### config.mk
export PLATFORM = sky130hd
export DESIGN_NAME = glitch_sequencer_flat
export DESIGN_NICKNAME = d
export VERILOG_FILES = /design/src/rtl/glitch_pkg.sv /design/src/rtl/glitch_sequencer_if.sv /design/src/rtl/glitch_timer.sv /design/src/rtl/glitch_sequencer.sv /design/src/flat_wrapper.sv
export SDC_FILE = /design/constraint.sdc
export NUM_CORES = 1
export LEC_CHECK = 0
export BUFFER_PORTS_ARGS = -buffer_cell sky130_fd_sc_hd__buf_2
export CELL_PAD_IN_SITES_DETAIL_PLACEMENT = 0
export CELL_PAD_IN_SITES_GLOBAL_PLACEMENT = 1
export CORE_ASPECT_RATIO = 1.4
export CORE_MARGIN = 2
export CORE_UTILIZATION = 32
export DETAILED_ROUTE_END_ITERATION = 12
export HOLD_SLACK_MARGIN = 0.15
export PLACE_DENSITY_LB_ADDON = 0.1
export SYNTH_ARGS = -nofsm -noshare
export SYNTH_HDL_FRONTEND = slang
export SYNTH_SLANG_ARGS = --single-unit
export TNS_END_PERCENT = 10
### constraint.sdc
create_clock -name clk -period 3.7 [get_ports clk]
set_input_delay 0.74 -clock clk [delete_from_list [all_inputs] [get_ports clk]]
set_output_delay 0.74 -clock clk [all_outputs]
set_load 0.03 [all_outputs]
### src/rtl/glitch_pkg.sv
// Shared definitions for the glitch sequencer slice.
//   - state_e   : FSM state encoding (IDLE, ARMED, DELAY, PULSE)
//   - CNT_W_DEF : default width of the delay/width counters
//   - REP_W_DEF : default width of the repeat counter
package glitch_pkg;

   localparam int CNT_W_DEF = 16;
   localparam int REP_W_DEF = 8;

   typedef enum logic [1:0] {
      IDLE  = 2'd0,
      ARMED = 2'd1,
      DELAY = 2'd2,
      PULSE = 2'd3
   } state_e;

endpackage

### src/rtl/glitch_sequencer_if.sv
// Bus between the host/UART command decoder and the glitch sequencer.
//   master : command side; drives cfg_we/cfg_delay/cfg_width/cfg_count, arm, abort, trigger
//   slave  : sequencer; drives armed, busy, glitch_out, done, cfg_err, state (debug view of the FSM)
// Handshake: there is no valid/ready pair. cfg_we, arm and abort are single-cycle
// strobes sampled on every rising clk edge and always consumed in that cycle; a
// cfg_we that cannot be honoured (FSM not in IDLE) is dropped and reported by a
// one-cycle cfg_err pulse instead of being stalled.
import glitch_pkg::*;

interface glitch_sequencer_if #(
   parameter int CNT_W = CNT_W_DEF,
   parameter int REP_W = REP_W_DEF
);
   logic             cfg_we;
   logic [CNT_W-1:0] cfg_delay;
   logic [CNT_W-1:0] cfg_width;
   logic [REP_W-1:0] cfg_count;
   logic             arm;
   logic             abort;
   logic             trigger;
   logic             armed;
   logic             busy;
   logic             glitch_out;
   logic             done;
   logic             cfg_err;
   state_e           state;

   modport master (
      output cfg_we, cfg_delay, cfg_width, cfg_count, arm, abort, trigger,
      input  armed, busy, glitch_out, done, cfg_err, state
   );

   modport slave (
      input  cfg_we, cfg_delay, cfg_width, cfg_count, arm, abort, trigger,
      output armed, busy, glitch_out, done, cfg_err, state
   );
endinterface

### src/rtl/glitch_timer.sv
// Loadable down-counter shared by the delay and pulse-width phases.
//   clk, rst  : clock, synchronous active-high reset (count cleared)
//   load      : load load_val (takes priority over dec)
//   load_val  : value to load
//   dec       : decrement; ignored at zero so the count never wraps
//   zero      : count is zero
module glitch_timer #(
   parameter int CNT_W = 16
) (
   input  logic             clk,
   input  logic             rst,
   input  logic             load,
   input  logic [CNT_W-1:0] load_val,
   input  logic             dec,
   output logic             zero
);
   logic [CNT_W-1:0] cnt;

   always_ff @(posedge clk) begin
      if (rst) begin
         cnt <= '0;
      end else if (load) begin
         cnt <= load_val;
      end else if (dec && (cnt != '0)) begin
         cnt <= cnt - CNT_W'(1);
      end
   end

   assign zero = (cnt == '0);
endmodule

### src/rtl/glitch_sequencer.sv
// Glitch sequencer: holds delay/width/repeat configuration, arms on request and,
// on a trigger rising edge, emits cfg_count pulses of cfg_width cycles each,
// every pulse preceded by cfg_delay+1 low cycles. done pulses after the last one.
//   clk, rst : system clock, synchronous active-high reset
//   bus      : glitch_sequencer_if slave modport (cfg/arm/abort/trigger in,
//              armed/busy/glitch_out/done/cfg_err/state out)
// Build option: define TRIG_SYNC_EN to pass trigger through a 2-flop
// synchronizer (adds 2 cycles of trigger latency) for asynchronous trigger pins.
module glitch_sequencer
   import glitch_pkg::*;
#(
   parameter int          CNT_W     = CNT_W_DEF,
   parameter int          REP_W     = REP_W_DEF,
   parameter int unsigned DEF_DELAY = 100,
   parameter int unsigned DEF_WIDTH = 1
) (
   input  logic               clk,
   input  logic               rst,
   glitch_sequencer_if.slave  bus
);
   state_e           state;
   logic [CNT_W-1:0] cfg_delay_r;
   logic [CNT_W-1:0] cfg_width_r;
   logic [REP_W-1:0] cfg_count_r;
   logic [REP_W-1:0] rep;
   logic             armed_r, busy_r, glitch_r, done_r, cfg_err_r;
   logic             trig_s, trig_q, trig_rise;
   logic             t_load, t_dec, t_zero;
   logic [CNT_W-1:0] t_val;
   logic [CNT_W-1:0] width_m1;
   logic [REP_W-1:0] rep_init;

`ifdef TRIG_SYNC_EN
   logic trig_m;
   always_ff @(posedge clk) begin
      if (rst) begin
         trig_m <= 1'b0;
         trig_s <= 1'b0;
      end else begin
         trig_m <= bus.trigger;
         trig_s <= trig_m;
      end
   end
`else
   assign trig_s = bus.trigger;
`endif

   // trig_q follows trig_s in every state, so a trigger already high when the
   // sequencer arms never counts as an edge.
   always_ff @(posedge clk) begin
      if (rst) trig_q <= 1'b0;
      else     trig_q <= trig_s;
   end
   assign trig_rise = trig_s & ~trig_q;

   // Zero width / zero count behave as one.
   assign width_m1 = (cfg_width_r == '0) ? '0 : cfg_width_r - CNT_W'(1);
   assign rep_init = (cfg_count_r == '0) ? '0 : cfg_count_r - REP_W'(1);

   // Timer control: the timer holds the remaining cycles of the current phase;
   // it is reloaded on every phase change and decremented otherwise.
   always_comb begin
      t_load = 1'b0;
      t_dec  = 1'b0;
      t_val  = cfg_delay_r;
      if (!bus.abort) begin
         case (state)
            ARMED: t_load = trig_rise;
            DELAY: begin
               if (t_zero) begin
                  t_load = 1'b1;
                  t_val  = width_m1;
               end else begin
                  t_dec = 1'b1;
               end
            end
            PULSE: begin
               if (t_zero) t_load = (rep != '0);
               else        t_dec  = 1'b1;
            end
            default: ;
         endcase
      end
   end

   glitch_timer #(.CNT_W(CNT_W)) u_timer (
      .clk      (clk),
      .rst      (rst),
      .load     (t_load),
      .load_val (t_val),
      .dec      (t_dec),
      .zero     (t_zero)
   );

   always_ff @(posedge clk) begin
      if (rst) begin
         state       <= IDLE;
         armed_r     <= 1'b0;
         busy_r      <= 1'b0;
         glitch_r    <= 1'b0;
         done_r      <= 1'b0;
         cfg_err_r   <= 1'b0;
         rep         <= '0;
         cfg_delay_r <= CNT_W'(DEF_DELAY);
         cfg_width_r <= CNT_W'(DEF_WIDTH);
         cfg_count_r <= REP_W'(1);
      end else begin
         done_r    <= 1'b0;
         cfg_err_r <= bus.cfg_we && (state != IDLE);
         // Configuration is only taken while idle so a running sequence never changes.
         if (bus.cfg_we && (state == IDLE)) begin
            cfg_delay_r <= bus.cfg_delay;
            cfg_width_r <= bus.cfg_width;
            cfg_count_r <= bus.cfg_count;
         end
         if (bus.abort) begin
            state    <= IDLE;
            armed_r  <= 1'b0;
            busy_r   <= 1'b0;
            glitch_r <= 1'b0;
         end else begin
            case (state)
               IDLE: begin
                  if (bus.arm) begin
                     state   <= ARMED;
                     armed_r <= 1'b1;
                  end
               end
               ARMED: begin
                  if (trig_rise) begin
                     state   <= DELAY;
                     armed_r <= 1'b0;
                     busy_r  <= 1'b1;
                     rep     <= rep_init;
                  end
               end
               DELAY: begin
                  if (t_zero) begin
                     state    <= PULSE;
                     glitch_r <= 1'b1;
                  end
               end
               PULSE: begin
                  if (t_zero) begin
                     glitch_r <= 1'b0;
                     if (rep != '0) begin
                        state <= DELAY;
                        rep   <= rep - REP_W'(1);
                     end else begin
                        state  <= IDLE;
                        busy_r <= 1'b0;
                        done_r <= 1'b1;
                     end
                  end
               end
               default: state <= IDLE;
            endcase
         end
      end
   end

   assign bus.armed      = armed_r;
   assign bus.busy       = busy_r;
   assign bus.glitch_out = glitch_r;
   assign bus.done       = done_r;
   assign bus.cfg_err    = cfg_err_r;
   assign bus.state      = state;
endmodule

### src/flat_wrapper.sv
// flat-port wrapper written by rule: the top's interface ports become plain ports
module glitch_sequencer_flat import glitch_pkg::*;
#(
   parameter int          CNT_W     = CNT_W_DEF,
   parameter int          REP_W     = REP_W_DEF,
   parameter int unsigned DEF_DELAY = 100,
   parameter int unsigned DEF_WIDTH = 1
)
  (clk, rst, bus_cfg_we, bus_cfg_delay, bus_cfg_width, bus_cfg_count, bus_arm, bus_abort, bus_trigger, bus_armed, bus_busy, bus_glitch_out, bus_done, bus_cfg_err, bus_state);
  glitch_sequencer_if #(.CNT_W(CNT_W), .REP_W(REP_W)) bus_i ();
  input  logic clk;
  input  logic rst;
  input wire logic [$bits(bus_i.cfg_we)-1:0] bus_cfg_we;
  input wire logic [$bits(bus_i.cfg_delay)-1:0] bus_cfg_delay;
  input wire logic [$bits(bus_i.cfg_width)-1:0] bus_cfg_width;
  input wire logic [$bits(bus_i.cfg_count)-1:0] bus_cfg_count;
  input wire logic [$bits(bus_i.arm)-1:0] bus_arm;
  input wire logic [$bits(bus_i.abort)-1:0] bus_abort;
  input wire logic [$bits(bus_i.trigger)-1:0] bus_trigger;
  output wire logic [$bits(bus_i.armed)-1:0] bus_armed;
  output wire logic [$bits(bus_i.busy)-1:0] bus_busy;
  output wire logic [$bits(bus_i.glitch_out)-1:0] bus_glitch_out;
  output wire logic [$bits(bus_i.done)-1:0] bus_done;
  output wire logic [$bits(bus_i.cfg_err)-1:0] bus_cfg_err;
  output wire logic [$bits(bus_i.state)-1:0] bus_state;
  assign bus_i.cfg_we = bus_cfg_we;
  assign bus_i.cfg_delay = bus_cfg_delay;
  assign bus_i.cfg_width = bus_cfg_width;
  assign bus_i.cfg_count = bus_cfg_count;
  assign bus_i.arm = bus_arm;
  assign bus_i.abort = bus_abort;
  assign bus_i.trigger = bus_trigger;
  assign bus_armed = bus_i.armed;
  assign bus_busy = bus_i.busy;
  assign bus_glitch_out = bus_i.glitch_out;
  assign bus_done = bus_i.done;
  assign bus_cfg_err = bus_i.cfg_err;
  assign bus_state = bus_i.state;
  glitch_sequencer #(.CNT_W(CNT_W), .REP_W(REP_W), .DEF_DELAY(DEF_DELAY), .DEF_WIDTH(DEF_WIDTH)) u_core (.clk(clk), .rst(rst), .bus(bus_i));
endmodule
=== Word level (Yosys, flattened, before mapping) ===
Index checks and enable logic that the tools add are counted.

* Word-level logic and storage cells: 87
* Bits in registers: 72
* Output and inout bits: 7
* Bits of input ports: 46

* Add/sub/neg operators: 4
* Bitwise logic cells: 5
* Equal/unequal tests: 9
* Muxes and demuxes: 35
* Reductions and logical operators: 22

{| class="wikitable"
|+ Operator list
! operator !! number
|-
| 16-bit 2-to-1 mux || 6
|-
| 16-bit logical NOT || 2
|-
| 8-bit 2-to-1 mux || 4
|-
| 16-bit by 1-bit subtractor with 16-bit output, second input constant || 2
|-
| 8-bit one-hot mux with 2 select lines || 1
|-
| 16-bit nonzero test || 1
|-
| 8-bit by 1-bit subtractor with 8-bit output, second input constant || 2
|-
| 1-bit 2-to-1 mux || 14
|-
| 2-bit 2-to-1 mux || 5
|-
| 2-bit nonzero test || 5
|-
| 8-bit logical NOT || 1
|-
| 2-bit by 1-bit != test with 1-bit output, second input constant || 4
|-
| 2-bit one-hot mux with 4 select lines || 1
|-
| 4-bit AND reduction || 2
|-
| 8-bit nonzero test || 1
|-
| 1-bit one-hot mux with 2 select lines || 3
|-
| 3-bit AND reduction || 2
|-
| 5-bit AND reduction || 1
|-
| 2-bit == test, second input constant || 2
|-
| 2-bit != test, second input constant || 2
|-
| 1-bit inverter || 4
|-
| 2-bit OR reduction || 2
|-
| 4-bit OR reduction || 1
|-
| 1-bit logical AND || 3
|-
| other kinds (4) || 4
|}

=== Longest topological paths before layout ===
Gate-level depths: netlist of run 1.

* Depth in word-level cells: 7
* Mapped depth: 9
* Gate-level depth less buffers: 7

=== Modules after synthesis ===
Synthesis of run 1 repeated with hierarchy kept, for this count alone.

* Cells, all modules: 527
* Area total of the unflattened synthesis: 4080.2 um^2

{| class="wikitable"
|+ Modules (own cells, without submodules)
! module !! area an instance (um^2) !! times used !! cells an instance !! sequential area each (um^2)
|-
| glitch_sequencer || 2936.6 || 1 || 397 || 1121.1
|-
| glitch_timer || 1143.6 || 1 || 130 || 320.3
|}

=== Worst setup path after synthesis of run 1 ===
No wires, ideal clock.

* Path kind: register -> register
* Start: register u_core.state[1], in the netlist u_core.bus.state[1]
* End: register u_core.u_timer.cnt[12]
* Setup time: 0.132 ns
* Stages on the path, launching flop included: 8
* Slack: 1.646 ns
* Data required time: 3.568 ns
* Clock period less this slack: 2.054 ns
* Data arrival time: 1.922 ns
* Path buffers: 2
* Cells stage by stage: dfxtp_1 -> buf_2 -> nor2b_1 -> clkbuf_1 -> nand4_1 -> o41a_1 -> o21ai_0 -> a21oi_1

* Word-level cells in the longest chain between the ends: 6
* Elaborated cells on any way between the ends: 13
* Those cells by class: eq/ne (3); mux (7); reduce/logical (3)

{| class="wikitable"
|+ Ends and longest elaborated chain
! item !! RTL line !! RTL
|-
| from (decl) || glitch_sequencer.sv:21 || <nowiki>state_e state;</nowiki>
|-
| from (signal assigned) || glitch_sequencer.sv:97 || <nowiki>state <= IDLE;</nowiki>
|-
| from (signal assigned) || glitch_sequencer.sv:117 || <nowiki>state <= IDLE;</nowiki>
|-
| from (signal assigned) || glitch_sequencer.sv:125 || <nowiki>state <= ARMED;</nowiki>
|-
| 2-bit == test || glitch_sequencer.sv:67 || <nowiki>case (state)</nowiki>
|-
| 2-bit OR reduction (no line) || n/a ||
|-
| 1-bit 2-to-1 mux || n/a ||
|-
| 1-bit 2-to-1 mux || glitch_sequencer.sv:66 || <nowiki>if (!bus.abort) begin</nowiki>
|-
| 1-bit logical AND || glitch_timer.sv:24 || <nowiki>end else if (dec && (cnt != '0)) begin</nowiki>
|-
| 2-bit nonzero test (no line) || n/a ||
|-
| to (signal assigned) || glitch_timer.sv:23 || <nowiki>cnt <= load_val;</nowiki>
|-
| to (signal assigned) || glitch_timer.sv:25 || <nowiki>cnt <= cnt - CNT_W'(1);</nowiki>
|-
| to (decl) || glitch_timer.sv:17 || <nowiki>logic [CNT_W-1:0] cnt;</nowiki>
|}

Several ways; a longest one is shown, not always the timed one.
A chain may end at the register's enable or synchronous reset.

=== Worst setup path after layout of run 1 ===
* Start: register u_core.u_timer.cnt[0]
* End: register u_core.u_timer.cnt[4]

* Word-level cells in the longest chain between the ends: 6
* Elaborated cells on any way between the ends: 17
* Those cells by class: add/sub (1); mux (12); reduce/logical (4)

{| class="wikitable"
|+ Ends and longest elaborated chain
! item
|-
| parallel branches: the longest is 6 deep, another holds 16-bit by 1-bit subtractor with 16-bit output
|}

Parallel ways; which one is timed is not known. The select of a mux whose other input is x is not followed.

==> results_dict.tcl, run 1 <==
set metrics [dict create \
    initial_core_util_pct 32.62 \
    nets 584 \
    place_area_um2 4203 \
    cts_root_buf "clkbuf_16" \
    cts-htree-levels 3 \
    synth_top_area_share_pct 37.57 \
    grt_max_degree 49 \
    layout_common_cells "nand2_1, dfxtp_1, a21oi_1" \
    fin_area_um2 4504 \
    maxSlewViolCount 0 \
    dr.pass1.iters 4 \
    drt_iter0_drc 115 \
    vias_per_cell 5.174 \
    num_vias 3544 \
    critPathKind "reg -> reg" \
    cts_max_path_buffers 2 \
    hpwl_mm 7.291 \
    fp.coreArea_um2 11760 \
    fin_hold_ws_ns 0.4622 \
    syn_to_final_growth_pct 17.42 \
    io_buffers 52 \
    gp_congestion 0.7597 \
    path_clk_slew_ns 0.06 \
    cp_max_fo 15 \
    grt_pass1_vias 3360 \
    synth_top_area_cell "dfxtp_1" \
    relSlewSlack_pct 25.14 \
    cap_violations 0 \
    worstSetupEndpointType "flip-flop" \
    tightest_slew_ns 1.118 \
    nFillCells 1284 \
    rows 47 \
    syn-cell-area_um2 3836 \
    synthesis.instances 492 \
    asyncSetResetFlopFracSynth_pct 0 \
    final_common_cell "nand2_1" \
    synthFlopType "dfxtp_1" \
    wirelength_mm 10.02 \
    min_period_ns 2.594 \
    detail-route-antenna-nets 0 \
    worstPathArrival_ns 2.82 \
    io_pins 53 \
    cts_tree "yes" \
    die_y_um 133.6 \
    synth_cell_types 64 \
    finalCritPeriodShare_pct 70.12 \
    required_ns 3.92 \
    ys_warn_count 0 \
    numCtsBuffers 9 \
    ctsHoldBuffers 0 \
    antenna_found_initial 0 \
    leakage_nw 1.760 \
    grtUsageTotal_pct 16.56 \
    grt_pass1_wl_mm 16.80 \
    clk-insertion-delay-late_ns 0.33 \
    antenna_cells 0 \
    yosysSeqAreaShare_pct 37.57 \
    ctsResizeCount 0 \
    wl_per_cell_um 14.62 \
    cp-start-kind "flip-flop" \
    cts_sinks 72 \
    drc_errors 0 \
    grt.overflow.total 0 \
    hold_path_class "reg -> reg" \
    fmax_ghz 0.3854 \
    postCtsSetupBuffers 0 \
    synth_enable_flop_cells 0 \
    total_power_mw 2.015 \
    fp.dieArea_um2 12890 \
    synth_area_per_cell_um2 7.797 \
    hold_viol 0 \
    synth_nets 543 \
    fin_skew_ns 0.004731 \
    synth_seq_cells 72 \
    worst_ir_drop_vdd_mv 0.2055 \
    die_w_um 96.54 \
    synth_area_leaders "dfxtp_1, nand2_1, a21oi_1" \
    drive_gt1_share_pct 16.17 \
    setup_tns_ns 0 \
    status "finished, final reports clean" \
    finalSetupViolCount 0 \
    power.density_nw_per_um2 447.5 \
    rsz0062_at_grt "false" \
]
routing by layer:
layer	wire, µm	part of all wire (%)	vias up	track usage, %
met5	0	0	-	0
met4	156	1.6	0	5.712
met3	248	2.5	10	3.054
met2	4685	47	44	25.66
met1	4927	49	1644	22.93
li1	-	-	1846	-
cells by family after synthesis:
| kind of cell | synth area share, % |
|---|---|
| buffers and inverters | 4.860 |
| AND/OR/NAND/NOR | 26.71 |
| XOR/XNOR | 4.338 |
| AO/OA/AOI/OAI | 23.32 |
| multiplexers | 1.566 |
| flip-flops | 37.57 |
| adder cells (fa/ha/maj) | 1.631 |
worst max-delay path: stages, from the launching register on:
cell and delay, ns:
dfxtp_1 0.34, inv_1 0.10, ha_1 0.15, nor4b_1 0.35, and4_1 0.40, buf_4 0.25, o211a_1 0.43, a211oi_1 0.14
a2111oi_1 0.32
through the flow:
step	utilization (%)	setup slack (ns)	instances
2_1_floorplan	-	1.646	492
3_3_place_gp	35.73	1.204	669
3_5_place_dp	35.73	1.084	669
4_1_cts	38.30	1.061	685
5_1_grt	38.30	0.8431	685
6_report	38.30	1.106	685
where the power goes:
part	internal, mW	leakage, nW	switching, mW
logic	0.116	1.03	0.169
registers	0.811	0.589	0.0380
clock network	0.560	0.143	0.321
total	1.49	1.76	0.528
synthesized netlist by cell type (all sizes together) (2+ instances only):
library cell,count
buf,9
nor2,34
a31o,4
a31oi,2
o41ai,2
nor2b,2
nor4b,3
a21oi,70
xnor2,15
o31ai,5
xor2,4
nor4,11
nand2,98
nand4b,2
or4,6
nand4,5
o21ai,14
nand2b,6
mux2i,6
clkbuf,21
nor3b,5
a21o,3
nor3,14
a211oi,7
a211o,5
o21a,3
or3,4
nand3,9
o22ai,4
nand3b,4
ha,5
a221oi,5
dfxtp,72
inv,13
flip-flops by register name (all words and copies together), names as in the netlist, 2 cells and up:
signal and flops:
u_core.rep 8, u_core.bus.state 2, u_core.u_timer.cnt 16, u_core.cfg_count_r 8
u_core.cfg_width_r 16, u_core.cfg_delay_r 16
final timing paths:
kind	to	depth (start not counted)	slack, ns	startpoint
worst max-delay path	u_core.u_timer.cnt[4]	8	1.11	u_core.u_timer.cnt[0]
worst min-delay path	u_core.cfg_delay_r[10]	2	0.46	u_core.cfg_delay_r[10]
worst min register to register	u_core.cfg_delay_r[10]	2	0.46	u_core.cfg_delay_r[10]
worst max register to register	u_core.u_timer.cnt[4]	8	1.11	u_core.u_timer.cnt[0]
cell type report:
class	count	area, µm²	area share, %
Multi-Input combinational cell	377	2208	49.03
Sequential cell	72	1441	32.00
Clock inverter	2	37.54	0.8333
Inverter	13	48.80	1.083
Clock buffer	14	264.0	5.861
Timing Repair Buffer	60	320.3	7.111
Tap cell	147	183.9	4.083
(Power assumes the default switching activity.)
==> run 2, diff against run 1 <==
Clock period 3.7 ns to 2.7 ns, I/O delays scaled along.
==> run 2 against run 1 <==
Global-route usage grew 0.53 points. First-iteration DRC count is 19% higher. Total power grew 49%. Non-clock buffer count is 11 higher. Die area unchanged. Cell count rose by 1.6%. Flip-flop and latch count is the same. Utilization increased by 1.4 points. Critical path depth unchanged. Sequential share of layout area fell by 1.1 points. Critical path type unchanged.
==> results_dict.tcl, run 2 (synthesis results as in run 1) <==
set metrics [dict create \
    critPathKind "reg -> reg" \
    die_y_um 133.6 \
    required_ns 2.88 \
    reg.largest.list "u_core.cfg_delay_r: 16 flops, u_core.cfg_width_r: 16 flops, u_core.u_timer.cnt: 16 flops" \
    drive_gt1_share_pct 18.40 \
    antenna_cells 0 \
    cp_max_fo 14 \
    status "finished, final reports clean" \
    hold_path_class "in -> reg" \
    wirelength_mm 10.43 \
    hpwl_mm 7.708 \
    gp_congestion 0.7895 \
    cts_root_buf "clkbuf_16" \
    fin_skew_ns 0.005838 \
    final_common_cell "nand2_1" \
    num_vias 3649 \
    clk-insertion-delay-late_ns 0.34 \
    finalSetupViolCount 0 \
    worstSetupEndpointType "flip-flop" \
    preCtsSetupSlack_ns 0.2970 \
    finish.utilization_pct 39.66 \
    tightest_slew_ns 0.9034 \
    total_power_mw 2.994 \
    initial_core_util_pct 32.62 \
    cts_tree "yes" \
    finalCritPeriodShare_pct 89.15 \
    cts_sinks 72 \
    worst_ir_drop_vdd_mv 0.4228 \
    ctsResizeCount 0 \
    grt_pass1_wl_mm 17.29 \
    postCtsSetupBuffers 0 \
    fp.dieArea_um2 12890 \
    rsz0062_at_grt "false" \
    hold_viol 0 \
    grt.overflow.total 0 \
    fmax_ghz 0.4155 \
    worstPathArrival_ns 2.58 \
    relSlewSlack_pct 39.78 \
    fp.coreArea_um2 11760 \
    drt_iter0_drc 137 \
    drc_errors 0 \
    grt_pass1_vias 3431 \
    path_clk_slew_ns 0.06 \
    setup_tns_ns 0 \
    layout_common_cells "nand2_1, dfxtp_1, a21oi_1" \
    power.density_nw_per_um2 641.8 \
    die_w_um 96.54 \
    fin_ws_ns 0.2931 \
    cap_violations 0 \
    io_buffers 52 \
    syn_to_final_growth_pct 21.59 \
    min_period_ns 2.407 \
    dr.pass1.iters 5 \
    nets 595 \
    vias_per_cell 5.243 \
    numCtsBuffers 9 \
    io_pins 53 \
    ctsHoldBuffers 0 \
    grt_max_degree 45 \
    rows 47 \
    cp-start-kind "flip-flop" \
    antenna_found_initial 0 \
    maxSlewViolCount 0 \
    grtUsageTotal_pct 17.09 \
    wl_per_cell_um 14.98 \
    detail-route-antenna-nets 0 \
    cts-htree-levels 3 \
    leakage_nw 1.848 \
    cts_max_path_buffers 2 \
]
## run 2: cell types whose count changed in the layout (fill, tap and decap cells not counted), sizes merged
| cell | delta |
|---|---|
| clkinv | +1 |
| bufinv | +2 |
| clkbuf | -4 |
| buf | +11 |
| inv | +1 |
## run 2: power by group
| part | leakage [nW] | switching (mW) | internal [mW] |
|---|---|---|---|
| Combinational | 1.09 | 0.241 | 0.181 |
| Clock | 0.169 | 0.476 | 0.932 |
| Sequential | 0.589 | 0.0517 | 1.11 |
| Total | 1.85 | 0.768 | 2.23 |
## run 2: stage by stage
| step | hold slack, ns | instances | area (µm²) |
|---|---|---|---|
| after floorplan | 0.4325 | 492 | 3836 |
| after global placement | 0.4558 | 680 | 4310 |
| after detailed placement | 0.4537 | 680 | 4310 |
| after CTS | 0.3977 | 696 | 4664 |
| after global routing | 0.4073 | 696 | 4664 |
| final | 0.4110 | 696 | 4664 |
## run 2: routing by layer
| metal | track usage, % | part of all wire, % | wire [µm] | vias up |
|---|---|---|---|---|
| met1 | 23.40 | 48 | 5010 | 1697 |
| met3 | 3.224 | 3.7 | 388 | 15 |
| met4 | 6.338 | 2.0 | 209 | 0 |
| met5 | 0 | 0 | 0 | - |
| li1 | - | - | - | 1872 |
| met2 | 26.50 | 46 | 4817 | 65 |
## run 2: area by class of cell
class / count / area, µm²
clock inverter: 6 / 115.1
inverter: 13 / 48.80
timing repair buffer: 71 / 427.9
clock buffer: 10 / 239.0
multi-input combinational: 377 / 2208
tap: 147 / 183.9
sequential: 72 / 1441
fill: 1260 / 7097
## run 2: path summary, 6_finish.rpt
path | cells past startpoint | start | to | slack, ns
hold / removal | 2 | bus_cfg_count[0] | u_core.cfg_count_r[0] | 0.41
setup / recovery | 8 | u_core.u_timer.cnt[0] | u_core.u_timer.cnt[3] | 0.29
setup reg to reg | 8 | u_core.u_timer.cnt[0] | u_core.u_timer.cnt[3] | 0.29
hold reg to reg | 2 | u_core.cfg_delay_r[12] | u_core.cfg_delay_r[12] | 0.46
## run 2: critical path, cell delays in order (launching register included)
cell and delay, ns:
dfxtp_1 0.34, inv_1 0.10, ha_1 0.15, nor4b_1 0.36
and4_1 0.52, a31oi_4 0.25, buf_4 0.26, a21oi_1 0.18
a221oi_2 0.08
==> run 3, diff against run 2 <==
Settings changed: PLACE_DENSITY set to 0.64, PLACE_DENSITY_LB_ADDON 0.1 to unset.
==> run 3 against run 2 <==
Wire length is 4.4% lower. Worst setup slack worse by 0.039 ns. Total power is 5.8% lower. Critical endpoint is now u_core.u_timer.cnt[4]. Highest routed layer unchanged.
==> results_dict.tcl, run 3 (synthesis results as in run 1) <==
set metrics [dict create \
    status "finished, final reports clean" \
    drc_errors 0 \
    cp_max_fo 13 \
    gp_congestion 0.8337 \
    final_common_cell "nand2_1" \
    worstSetupEndpointType "flip-flop" \
    slowest_stage "and4_2" \
    worstHoldEndpoint "u_core.cfg_count_r[0]" \
    cts_root_buf "clkbuf_16" \
    critPathBufInv 1 \
    reg.largest.list "u_core.cfg_delay_r: 16 flops, u_core.cfg_width_r: 16 flops, u_core.u_timer.cnt: 16 flops" \
    detail-route-antenna-nets 0 \
    io_buffers 52 \
    power.density_nw_per_um2 612.9 \
    grt.overflow.total 0 \
    cp-start-kind "flip-flop" \
    ctsHoldBuffers 0 \
    path_depth 7 \
    hpwl_mm 7.433 \
    io_pins 53 \
    rr_endpoint "u_core.u_timer.cnt[4]" \
    path_cells "inv_1 > ha_1 > nor4b_1 > and4_2 > o211a_1 > a211oi_1 > a2111oi_1" \
    path_clk_slew_ns 0.06 \
    min_period_ns 2.446 \
    leakage_nw 1.818 \
    whs_path_depth 2 \
    fmax_ghz 0.4088 \
    relSlewSlack_pct 53.65 \
    hold_path_class "in -> reg" \
    drt_iter0_drc 199 \
    dr.pass1.iters 6 \
    r2r_start "u_core.u_timer.cnt[0]" \
    multi_input_area_um2 2210 \
    finalSetupViolCount 0 \
    rows 47 \
    cts_sinks 72 \
    nFillCells 1291 \
    max_stage_delay_ns 0.46 \
    tightest_slew_ns 0.6952 \
    maxSlewViolCount 0 \
    register_area_um2 1441 \
    layout.cells.non_filler 693 \
    clk-insertion-delay-late_ns 0.33 \
    grtUsageTotal_pct 16.59 \
    cts_max_path_buffers 2 \
    grt_pass1_vias 3412 \
    num_vias 3582 \
    die_w_um 96.54 \
    initial_core_util_pct 32.62 \
    nets 593 \
    numCtsBuffers 9 \
    fp.coreArea_um2 11760 \
    finish.utilization_pct 39.11 \
    critPathKind "reg -> reg" \
    antenna_found_initial 0 \
    fp.dieArea_um2 12890 \
    critPathTopFamily "compound AO/OA/AOI/OAI gates" \
    layout_common_cells "nand2_1, dfxtp_1, a21oi_1" \
    worst_ir_drop_vdd_mv 0.2774 \
    grt_pass1_wl_mm 16.85 \
    fin_skew_ns 0.004411 \
    r2r_slack_ns 0.25 \
    cts_tree "yes" \
    min_from "bus_cfg_count[0]" \
    cts-htree-levels 3 \
    die_y_um 133.6 \
    required_ns 2.92 \
    cap_violations 0 \
    worstPathArrival_ns 2.67 \
    syn_to_final_growth_pct 19.90 \
    setup_tns_ns 0 \
    vias_per_cell 5.169 \
    finalCritPeriodShare_pct 90.61 \
    wl_per_cell_um 14.39 \
    dp.cells 678 \
    antenna_cells 0 \
    grt_max_degree 39 \
    drive_gt1_share_pct 17.77 \
    reg2reg_depth 7 \
    hold_viol 0 \
    wirelength_mm 9.972 \
]
-- run 3: how the worst max path moves through the flow --
stage	start	end
final	u_core.u_timer.cnt[0]	u_core.u_timer.cnt[4]
after global routing	u_core.u_timer.cnt[0]	u_core.u_timer.cnt[4]
after CTS	u_core.u_timer.cnt[0]	u_core.u_timer.cnt[4]
after detailed placement	u_core.u_timer.cnt[0]	u_core.u_timer.cnt[4]
after global placement	u_core.u_timer.cnt[0]	u_core.u_timer.cnt[4]
after floorplan	u_core.bus.state[1]	u_core.u_timer.cnt[12]
-- run 3: layout make-up --
class | instances | share of cell area (%)
repair buffers | 69 | 8.977
clock inverters | 4 | 1.523
multi-input cells | 377 | 48.04
flip-flops and latches | 72 | 31.34
clock buffers | 11 | 5.060
well taps | 147 | 3.999
inverters | 13 | 1.061
-- run 3: metal layers --
layer	global-route usage (%)	part of all wire, %
met4	6.103	2.2
met1	22.23	47
met2	25.96	47
met5	0	0
met3	3.620	3.8
-- run 3: report_power, final --
group	internal (mW)	total [mW]	switching, mW
logic	0.175	0.411	0.236
clock network	0.801	1.25	0.445
registers	1.11	1.16	0.0500
total	2.09	2.82	0.731
-- run 3: timing repair --
| item | in CTS | in global routing |
|---|---|---|
| setup buffers | 0 | 0 |
| setup endpoints to repair | 0 | 3 |
| resized for setup | 0 | 1 |
| endpoints found under the hold margin | 0 | 0 |
-- run 3: through the flow --
step           setup WS (ns)  instance area, µm²  power (mW)  hold slack, ns
2_1_floorplan         0.6458                3836       1.467          0.4325
3_3_place_gp          0.3146                4295       1.597          0.4524
3_5_place_dp          0.2030                4295       1.598          0.4526
4_1_cts               0.1688                4598       2.859          0.3984
5_1_grt            -0.002033                4599       2.967          0.4000
6_report              0.2536                4599       2.819          0.4089
